==> src/rtl/moore_pkg.sv <==
// moore_pkg: shared state encodings and sizing helper for the moore_bank switch-tracking FSMs
package moore_pkg;

    typedef logic [1:0] state_t;

    localparam logic [1:0] IDLE   = 2'd0;
    localparam logic [1:0] ACTIVE = 2'd1;
    localparam logic [1:0] LOCK   = 2'd2;

    // Dwell counter must hold 0..DWELL_MAX-1; keep at least one bit when LOCK is disabled
    function automatic int dwell_w(input int dmax);
        return (dmax < 1) ? 1 : $clog2(dmax + 1);
    endfunction

endpackage

==> src/rtl/moore_bank_if.sv <==
// moore_bank_if: switch/enable inputs and status outputs of the moore_bank channel array
interface moore_bank_if #(
    parameter int N_CH  = 4,
    parameter int SW_W  = 2,
    parameter int CNT_W = 8
);
    logic [N_CH*SW_W-1:0]  sw_in;
    logic [N_CH-1:0]       ctrl_in;
    logic                  clr_cnt;
    logic [N_CH-1:0]       active_o;
    logic [N_CH-1:0]       lock_o;
    logic [N_CH-1:0]       chg_o;
    logic [N_CH*CNT_W-1:0] trans_cnt;
    logic                  any_active_o;

    modport master (
        output sw_in, ctrl_in, clr_cnt,
        input  active_o, lock_o, chg_o, trans_cnt, any_active_o
    );

    modport slave (
        input  sw_in, ctrl_in, clr_cnt,
        output active_o, lock_o, chg_o, trans_cnt, any_active_o
    );
endinterface

==> src/rtl/moore_chan.sv <==
// moore_chan: one switch-tracking channel with dwell timeout, change pulse and saturating transition count
module moore_chan
    import moore_pkg::*;
#(
    parameter int SW_W      = 2,
    parameter int DWELL_MAX = 8,
    parameter int CNT_W     = 8
) (
    input  logic             clk,
    input  logic             reset,
    input  logic [SW_W-1:0]  sw_i,
    input  logic             en_i,
    input  logic             clr_i,
    output logic             active_o,
    output logic             lock_o,
    output logic             chg_o,
    output logic [CNT_W-1:0] cnt_o
);
    localparam int DW = dwell_w(DWELL_MAX);

    state_t           state_q, state_d;
    logic [DW-1:0]    dwell_q, dwell_d;
    logic             chg_q;
    logic [CNT_W-1:0] cnt_q, cnt_d;
    logic             chg_d;

    // Next state: exit on sw[0] beats the dwell timeout; the unused encoding falls back to IDLE
    always_comb begin
        state_d = state_q;
        dwell_d = dwell_q;
        if (en_i) begin
            case (state_q)
                IDLE: begin
                    if (|sw_i) begin
                        state_d = ACTIVE;
                        dwell_d = '0;
                    end
                end
                ACTIVE: begin
                    if (sw_i[0]) begin
                        state_d = IDLE;
                    end else if (DWELL_MAX != 0 && dwell_q == DW'(DWELL_MAX - 1)) begin
                        state_d = LOCK;
                        dwell_d = '0;
                    end else if (DWELL_MAX != 0) begin
                        dwell_d = dwell_q + 1'b1;
                    end
                end
                LOCK:    state_d = (|sw_i) ? LOCK : IDLE;
                default: state_d = IDLE;
            endcase
        end else if (state_q != IDLE && state_q != ACTIVE && state_q != LOCK) begin
            state_d = IDLE;
        end
    end

    assign chg_d = (state_d != state_q);
    assign cnt_d = clr_i ? '0 : (chg_d && cnt_q != '1) ? cnt_q + 1'b1 : cnt_q;

    // State, dwell, change flag and counter registers
    always_ff @(posedge clk) begin
        if (reset) begin
            state_q <= IDLE;
            dwell_q <= '0;
            chg_q   <= 1'b0;
            cnt_q   <= '0;
        end else begin
            state_q <= state_d;
            dwell_q <= dwell_d;
            chg_q   <= chg_d;
            cnt_q   <= cnt_d;
        end
    end

    assign active_o = (state_q == ACTIVE);
    assign lock_o   = (state_q == LOCK);
    assign chg_o    = chg_q;
    assign cnt_o    = cnt_q;
endmodule

==> src/rtl/moore_bank.sv <==
// moore_bank: array of independent moore_chan channels with slice mapping and any-active reduction
module moore_bank
    import moore_pkg::*;
#(
    parameter int N_CH      = 4,
    parameter int SW_W      = 2,
    parameter int DWELL_MAX = 8,
    parameter int CNT_W     = 8
) (
    input  logic          clk,
    input  logic          reset,
    moore_bank_if.slave   bus
);
    logic [N_CH-1:0]       act, lck, chg;
    logic [N_CH*CNT_W-1:0] cnt;

    for (genvar i = 0; i < N_CH; i++) begin : g_ch
        moore_chan #(
            .SW_W      (SW_W),
            .DWELL_MAX (DWELL_MAX),
            .CNT_W     (CNT_W)
        ) u_chan (
            .clk      (clk),
            .reset    (reset),
            .sw_i     (bus.sw_in[i*SW_W +: SW_W]),
            .en_i     (bus.ctrl_in[i]),
            .clr_i    (bus.clr_cnt),
            .active_o (act[i]),
            .lock_o   (lck[i]),
            .chg_o    (chg[i]),
            .cnt_o    (cnt[i*CNT_W +: CNT_W])
        );
    end

    assign bus.active_o     = act;
    assign bus.lock_o       = lck;
    assign bus.chg_o        = chg;
    assign bus.trans_cnt    = cnt;
    assign bus.any_active_o = |act;
endmodule

==> src/flat_wrapper.sv <==
// flat-port wrapper written by rule: the top's interface ports become plain ports
module moore_bank_flat import moore_pkg::*;
#(
    parameter int N_CH      = 4,
    parameter int SW_W      = 2,
    parameter int DWELL_MAX = 8,
    parameter int CNT_W     = 8
)
  (clk, reset, bus_sw_in, bus_ctrl_in, bus_clr_cnt, bus_active_o, bus_lock_o, bus_chg_o, bus_trans_cnt, bus_any_active_o);
  moore_bank_if #(.N_CH(N_CH), .SW_W(SW_W), .CNT_W(CNT_W)) bus_i ();
  input  logic clk;
  input  logic reset;
  input wire logic [$bits(bus_i.sw_in)-1:0] bus_sw_in;
  input wire logic [$bits(bus_i.ctrl_in)-1:0] bus_ctrl_in;
  input wire logic [$bits(bus_i.clr_cnt)-1:0] bus_clr_cnt;
  output wire logic [$bits(bus_i.active_o)-1:0] bus_active_o;
  output wire logic [$bits(bus_i.lock_o)-1:0] bus_lock_o;
  output wire logic [$bits(bus_i.chg_o)-1:0] bus_chg_o;
  output wire logic [$bits(bus_i.trans_cnt)-1:0] bus_trans_cnt;
  output wire logic [$bits(bus_i.any_active_o)-1:0] bus_any_active_o;
  assign bus_i.sw_in = bus_sw_in;
  assign bus_i.ctrl_in = bus_ctrl_in;
  assign bus_i.clr_cnt = bus_clr_cnt;
  assign bus_active_o = bus_i.active_o;
  assign bus_lock_o = bus_i.lock_o;
  assign bus_chg_o = bus_i.chg_o;
  assign bus_trans_cnt = bus_i.trans_cnt;
  assign bus_any_active_o = bus_i.any_active_o;
  moore_bank #(.N_CH(N_CH), .SW_W(SW_W), .DWELL_MAX(DWELL_MAX), .CNT_W(CNT_W)) u_core (.clk(clk), .reset(reset), .bus(bus_i));
endmodule
==> config.mk <==
export PLATFORM = sky130hd
export DESIGN_NAME = moore_bank_flat
export DESIGN_NICKNAME = d
export VERILOG_FILES = /design/src/rtl/moore_pkg.sv /design/src/rtl/moore_bank_if.sv /design/src/rtl/moore_chan.sv /design/src/rtl/moore_bank.sv /design/src/flat_wrapper.sv
export SDC_FILE = /design/constraint.sdc
export NUM_CORES = 1
export LEC_CHECK = 0
export ABC_AREA = 1
export BUFFER_PORTS_ARGS = -buffer_cell sky130_fd_sc_hd__clkbuf_2
export CORE_MARGIN = 1
export CORE_UTILIZATION = 40
export DETAILED_ROUTE_END_ITERATION = 8
export GPL_ROUTABILITY_DRIVEN = 1
export MAX_ROUTING_LAYER = met4
export PLACE_DENSITY = 0.71
export SLEW_MARGIN = 10
export SYNTH_ARGS = -nofsm -noshare
export SYNTH_HDL_FRONTEND = slang
export SYNTH_SLANG_ARGS = --single-unit
==> constraint.sdc <==
create_clock -name clk -period 1.81 [get_ports clk]
set_clock_uncertainty 0.15 [all_clocks]
set_input_delay 0.362 -clock clk [delete_from_list [all_inputs] [get_ports clk]]
set_output_delay 0.362 -clock clk [all_outputs]
set_load 0.005 [all_outputs]
# Word level (Yosys, flattened, before mapping)
# Index checks and enable logic that the tools add are counted.
# Widths: inputs -> output; s select.
[op_classes]
reduce_logical = 34
n_eq_ne = 36
addsub = 8
mux = 44
[op_table]
columns = ["cell", "count"]
rows = [
  ["$mux 2", 24],
  ["$mux 4", 12],
  ["$add 8x1->8 const B", 4],
  ["$ne 8x8->1 const B", 4],
  ["$pmux 4 s2", 4],
  ["$ne 2x2->1 const B", 12],
  ["$pmux 2 s3", 4],
  ["$add 4x1->4 const B", 4],
  ["$eq 4x3->1 const B", 4],
  ["$reduce_and 4->1", 4],
  ["$reduce_bool 2->1", 8],
  ["$logic_and 1x1->1", 12],
  ["$reduce_or 2->1", 5],
  ["$eq 2x1->1 const B", 4],
  ["$eq 2x2->1 const B", 4],
  ["$logic_not 2->1", 4],
  ["$ne 2x1->1 const B", 4],
  ["$ne 2x2->1", 4],
  ["$reduce_or 4->1", 1],
]
[totals]
output_inout_bits = 45
elab_cells = 138
ff_bits = 60

# Longest topological paths before layout
[logic_depth]
word_depth = 7
ltp_mapped = 12

# Hierarchy
# From an unflattened synthesis, not the netlist that was laid out.
[hier_totals]
cells_unflattened = 463
hier_area_um2 = 3209.3
[by_module_without_submodules]
columns = ["mod", "cells_each", "instances", "area_each_um2", "seq_area_each_um2"]
rows = [
  ["moore_chan", 115, 4, 799.5, 300.3],
  ["moore_bank", 3, 1, 11.3, 0.0],
]

# Least setup slack after synthesis
# Ideal clock, no wire load.
[synth_timing]
kind = "reg-to-reg"
from = "register u_core.g_ch[0].u_chan.dwell_q[0]"
to = "register u_core.g_ch[0].u_chan.cnt_q[0]"
setup_time_ps = 113
path_buffers = 0
t_arrival_ps = 1418
path_stages_with_launch = 13
required_time_ps = 1547
slack_ps = 129
cell_sequence = "dfxtp_1 -> ha_1 -> nand2_1 -> nor2_1 -> nand3_1 -> nand2_1 -> nand2_1 -> nand3_1 -> nand3_2 -> nand2_2 -> inv_2 -> nor2_1 -> nor2_1"
[synth_via]
elab_chain_cells = 7
[synth_rtl]
columns = ["element", "line_no", "rtl"]
rows = [
  ["start, declared", "moore_chan.sv:22", "logic [DW-1:0] dwell_q, dwell_d;"],
  ["start signal, assigned", "moore_chan.sv:69", "dwell_q <= dwell_d;"],
  ["$eq 4x3->1", "moore_chan.sv:42", "end else if (DWELL_MAX != 0 && dwell_q == DW'(DWELL_MAX - 1)) begin"],
  ["$mux 2", "moore_chan.sv:42", ""],
  ["$mux 2", "moore_chan.sv:40", "if (sw_i[0]) begin"],
  ["$pmux 2 s3", "moore_chan.sv:32", "case (state_q)"],
  ["$mux 2", "moore_chan.sv:31", "if (en_i) begin"],
  ["$ne 2x2->1", "moore_chan.sv:57", "assign chg_d = (state_d != state_q);"],
  ["$logic_and 1x1->1", "moore_chan.sv:58", "assign cnt_d = clr_i ? '0 : (chg_d && cnt_q != '1) ? cnt_q + 1'b1 : cnt_q;"],
  ["end signal, assigned", "moore_chan.sv:71", "cnt_q <= cnt_d;"],
  ["end, declared", "moore_chan.sv:24", "logic [CNT_W-1:0] cnt_q, cnt_d;"],
]
# Every way passes these cells.
# A chain may end at the register's enable or synchronous reset.

# Worst setup path in the final report
[layout_timing]
from = "register u_core.g_ch[0].u_chan.state_q[1]"
to = "output port bus_any_active_o"
[layout_via]
elab_chain_cells = 2
[layout_rtl]
columns = ["element", "line_no", "rtl"]
rows = [
  ["start, declared", "moore_chan.sv:21", "state_t state_q, state_d;"],
  ["start signal, assigned", "moore_chan.sv:68", "state_q <= state_d;"],
  ["$eq 2x1->1", "moore_chan.sv:75", "assign active_o = (state_q == ACTIVE);"],
  ["$reduce_or 4->1", "moore_bank.sv:39", "assign bus.any_active_o = |act;"],
  ["end, declared", "flat_wrapper.sv:20", "output wire logic [$bits(bus_i.any_active_o)-1:0] bus_any_active_o;"],
]
# Every way passes these cells.

==> flow_metrics.env <==
export IMPL_status="complete, but fails checks"
export IMPL_violations="setup timing"
export IMPL_core_area_mm2=0.00822
export IMPL_fp_dieH_um=94.4
export IMPL_crit_required_ns=1.30
export IMPL_startpoint_type="flop"
export IMPL_drtIter0Drc=192
export IMPL_slew_violations=0
export IMPL_synth_avg_cell_area_um2=7.35
export IMPL_cp_slowest_cell="or4_1"
export IMPL_ys_seq_area_share_pct=35.2
export IMPL_power_density_mw_per_mm2=732
export IMPL_ant_nets=0
export IMPL_syn_nets=487
export IMPL_fin_crit_sh_pct=109
export IMPL_worst_path_max_fanout=6
export IMPL_async_flop_share_pct=0
export IMPL_track_usage_pct=19.5
export IMPL_die_w_um=94.4
export IMPL_drc=0
export IMPL_drt_wl_total_mm=8.54
export IMPL_max_freq_mhz=509
export IMPL_worst_slack_ns=-0.154
export IMPL_area_growth_pct=37.3
export IMPL_p_leak_nw=2.06
export IMPL_utilization_pct=57.0
export IMPL_postCtsHoldBufs=0
export IMPL_overflow=0
export IMPL_synth_warnings=0
export IMPL_antenna_found_initial=0
export IMPL_dr_pass1_iters=4
export IMPL_io_buffers=59
export IMPL_slew_headroom_pct=79.6
export IMPL_htreeDepth=3
export IMPL_grt_pass1_wl_mm=13.5
export IMPL_crit_path_end_kind="output port"
export IMPL_nFillCells=739
export IMPL_io_pins=60
export IMPL_insertion_delay_ns=0.34
export IMPL_synth_edf_count=0
export IMPL_power_mw=3.43
export IMPL_netlist_area_mm2=0.00341
export IMPL_viasPerCell=5.00
export IMPL_crit_arrival_ns=1.45
export IMPL_layout_nets=593
export IMPL_hold_class="input port to flop"
export IMPL_n_antenna_cell=0
export IMPL_worst_pin_slew_ns=0.304
export IMPL_fp_row_count=33
export IMPL_wl_per_cell_um=12.6
export IMPL_final_setup_viol_count=1
export IMPL_place_hpwl_mm=5.60
export IMPL_cts_root_buf="clkbuf_8"
export IMPL_path_cells="inv_2, nand2_4, inv_4, or4_1, clkbuf_2"
export IMPL_maxCapViolations=0
export IMPL_drive_gt1_share_pct=40.2
export IMPL_ys_flop_type="dfxtp_1"
export IMPL_grt_max_degree=24
export IMPL_ys_ff_latch=60
export IMPL_clock_path_buffers=2
export IMPL_finalWeightedCongestion=0.830
export IMPL_start_util_pct=41.5
export IMPL_rsz0062_at_grt="yes"
export IMPL_peakVddDrop_uv=611
export IMPL_cts_buffers=9
export IMPL_cts_tree="done"
export IMPL_critPathKind="flop to output port"
export IMPL_critPathMaxStageDelay_ns=0.50
export IMPL_hold_violations=0
export IMPL_synthCells=464
export IMPL_min_period_ns=1.96
export IMPL_grt_pass1_vias=3174
export IMPL_die_area_mm2=0.00890
export IMPL_vias=3400
export IMPL_cts_sinks=60
export IMPL_ys_types=34
export IMPL_cts_clk_slew_worst_paths_ns=0.07
## path summary, 6_finish.rpt
kind,from,end,slack [ns],cells after the start
min reg2reg,u_core.g_ch[2].u_chan.dwell_q[1]$_SDFFE_PP0P_,u_core.g_ch[2].u_chan.dwell_q[1]$_SDFFE_PP0P_,0.33,2
min,bus_ctrl_in[1],u_core.g_ch[1].u_chan.state_q[1]$_SDFF_PP0_,0.16,3
max reg2reg,u_core.g_ch[2].u_chan.state_q[0]$_SDFF_PP0_,u_core.g_ch[2].u_chan.cnt_o[2]$_SDFFE_PP0P_,0.04,11
max,u_core.g_ch[0].u_chan.state_q[1]$_SDFF_PP0_,bus_any_active_o,-0.15,5
## synthesized netlist by cell type, types with 2 or more instances
cell,n,share of area [%]
nand2_1,95,10
dfxtp_1,60,35
nand3_1,48,7.0
inv_1,46,5.1
nor2_1,41,4.5
a21oi_1,40,5.9
xor2_1,17,4.4
buf_4,12,2.6
nand4_1,11,2.0
nand2_2,10,1.8
xnor2_1,10,2.6
ha_1,8,2.9
nor3_1,8,1.2
a21oi_2,6,1.5
inv_2,6,0.66
nand3_2,6,1.8
a211oi_1,4,0.88
clkbuf_1,4,0.44
nand2_4,4,1.3
o21ai_1,4,0.59
o21bai_1,4,0.88
a21oi_4,3,1.4
nand3_4,3,1.5
nor2_4,2,0.66
o21ai_0,2,0.29
or2_2,2,0.37
## cell type report
class | count | area (um^2) | share of cell area (%)
Clock buffer | 12 | 155 | 3.31
Clock inverter | 4 | 95.1 | 2.03
Inverter | 53 | 201 | 4.30
Multi-Input combinational cell | 338 | 2160 | 46.2
Sequential cell | 60 | 1230 | 26.2
Tap cell | 105 | 131 | 2.80
Timing Repair Buffer | 108 | 712 | 15.2
## sequential cells by signal, summed over array words and instances (netlist names)
register,flops
u_core.g_ch.u_chan.cnt_o,32
u_core.g_ch.u_chan.dwell_q,16
u_core.g_ch.u_chan.chg_o,4
u_core.g_ch.u_chan.state_q,8
## cell families after synthesis
group / count (synthesis) / share of synthesized area (%)
AO/OA/AOI/OAI: 65 / 11.9
AND/OR/NAND/NOR: 234 / 34.0
adder cells (fa/ha/maj): 8 / 2.93
flip-flops: 60 / 35.2
XOR/XNOR: 27 / 6.93
buffers and inverters: 70 / 9.02
## per-layer routing
layer | global-route usage [%] | part of all wire [%] | up-vias
met3 | 4.43 | 3.4 | 9
met5 | - | 0 | -
met4 | 7.44 | 1.1 | 0
li1 | - | - | 1738
met2 | 33.9 | 53 | 65
met1 | 21.5 | 43 | 1588
## worst max-delay path: cells and delay by family (launching register included)
kind / cells / cell delay, ns
flops: 1 / 0.33
simple gates: 2 / 0.57
buf+inv: 3 / 0.22
## repair_timing
action | in CTS | in global routing
gates cloned | 1 | 3
resized for setup | 14 | 65
pin swaps | 2 | 21
setup endpoints to repair | 14 | 37
setup buffers | 5 | 14
## metrics by stage
step	area [um^2]	TNS (ns)	hold slack [ns]	cells	setup WS, ns
after detailed placement	3970	-0.0475	0.324	641	-0.0289
final	4690	-0.154	0.162	680	-0.154
after global placement	3970	0	0.316	641	0.0413
after CTS	4290	-0.178	0.149	663	-0.178
after global routing	4690	-0.683	0.165	680	-0.196
after floorplan	3410	0	0.298	464	0.129
## power breakdown
| group | leakage (nW) | internal [mW] | switching, mW | total, mW |
|---|---|---|---|---|
| Combinational | 1.44 | 0.227 | 0.304 | 0.531 |
| Sequential | 0.494 | 1.35 | 0.0332 | 1.39 |
| Clock | 0.127 | 0.988 | 0.524 | 1.51 |
## cell usage in the layout, fill, tap and decap left out, types with 14 or more instances in the layout
cell,instances
nand2_1,82
clkbuf_2,59
dfxtp_1,45
buf_4,43
inv_1,41
nand3_1,39
nor2_1,34
a21oi_1,34
nand2_2,21
xor2_1,17
nand3_2,14
(Power assumes the default switching activity.)
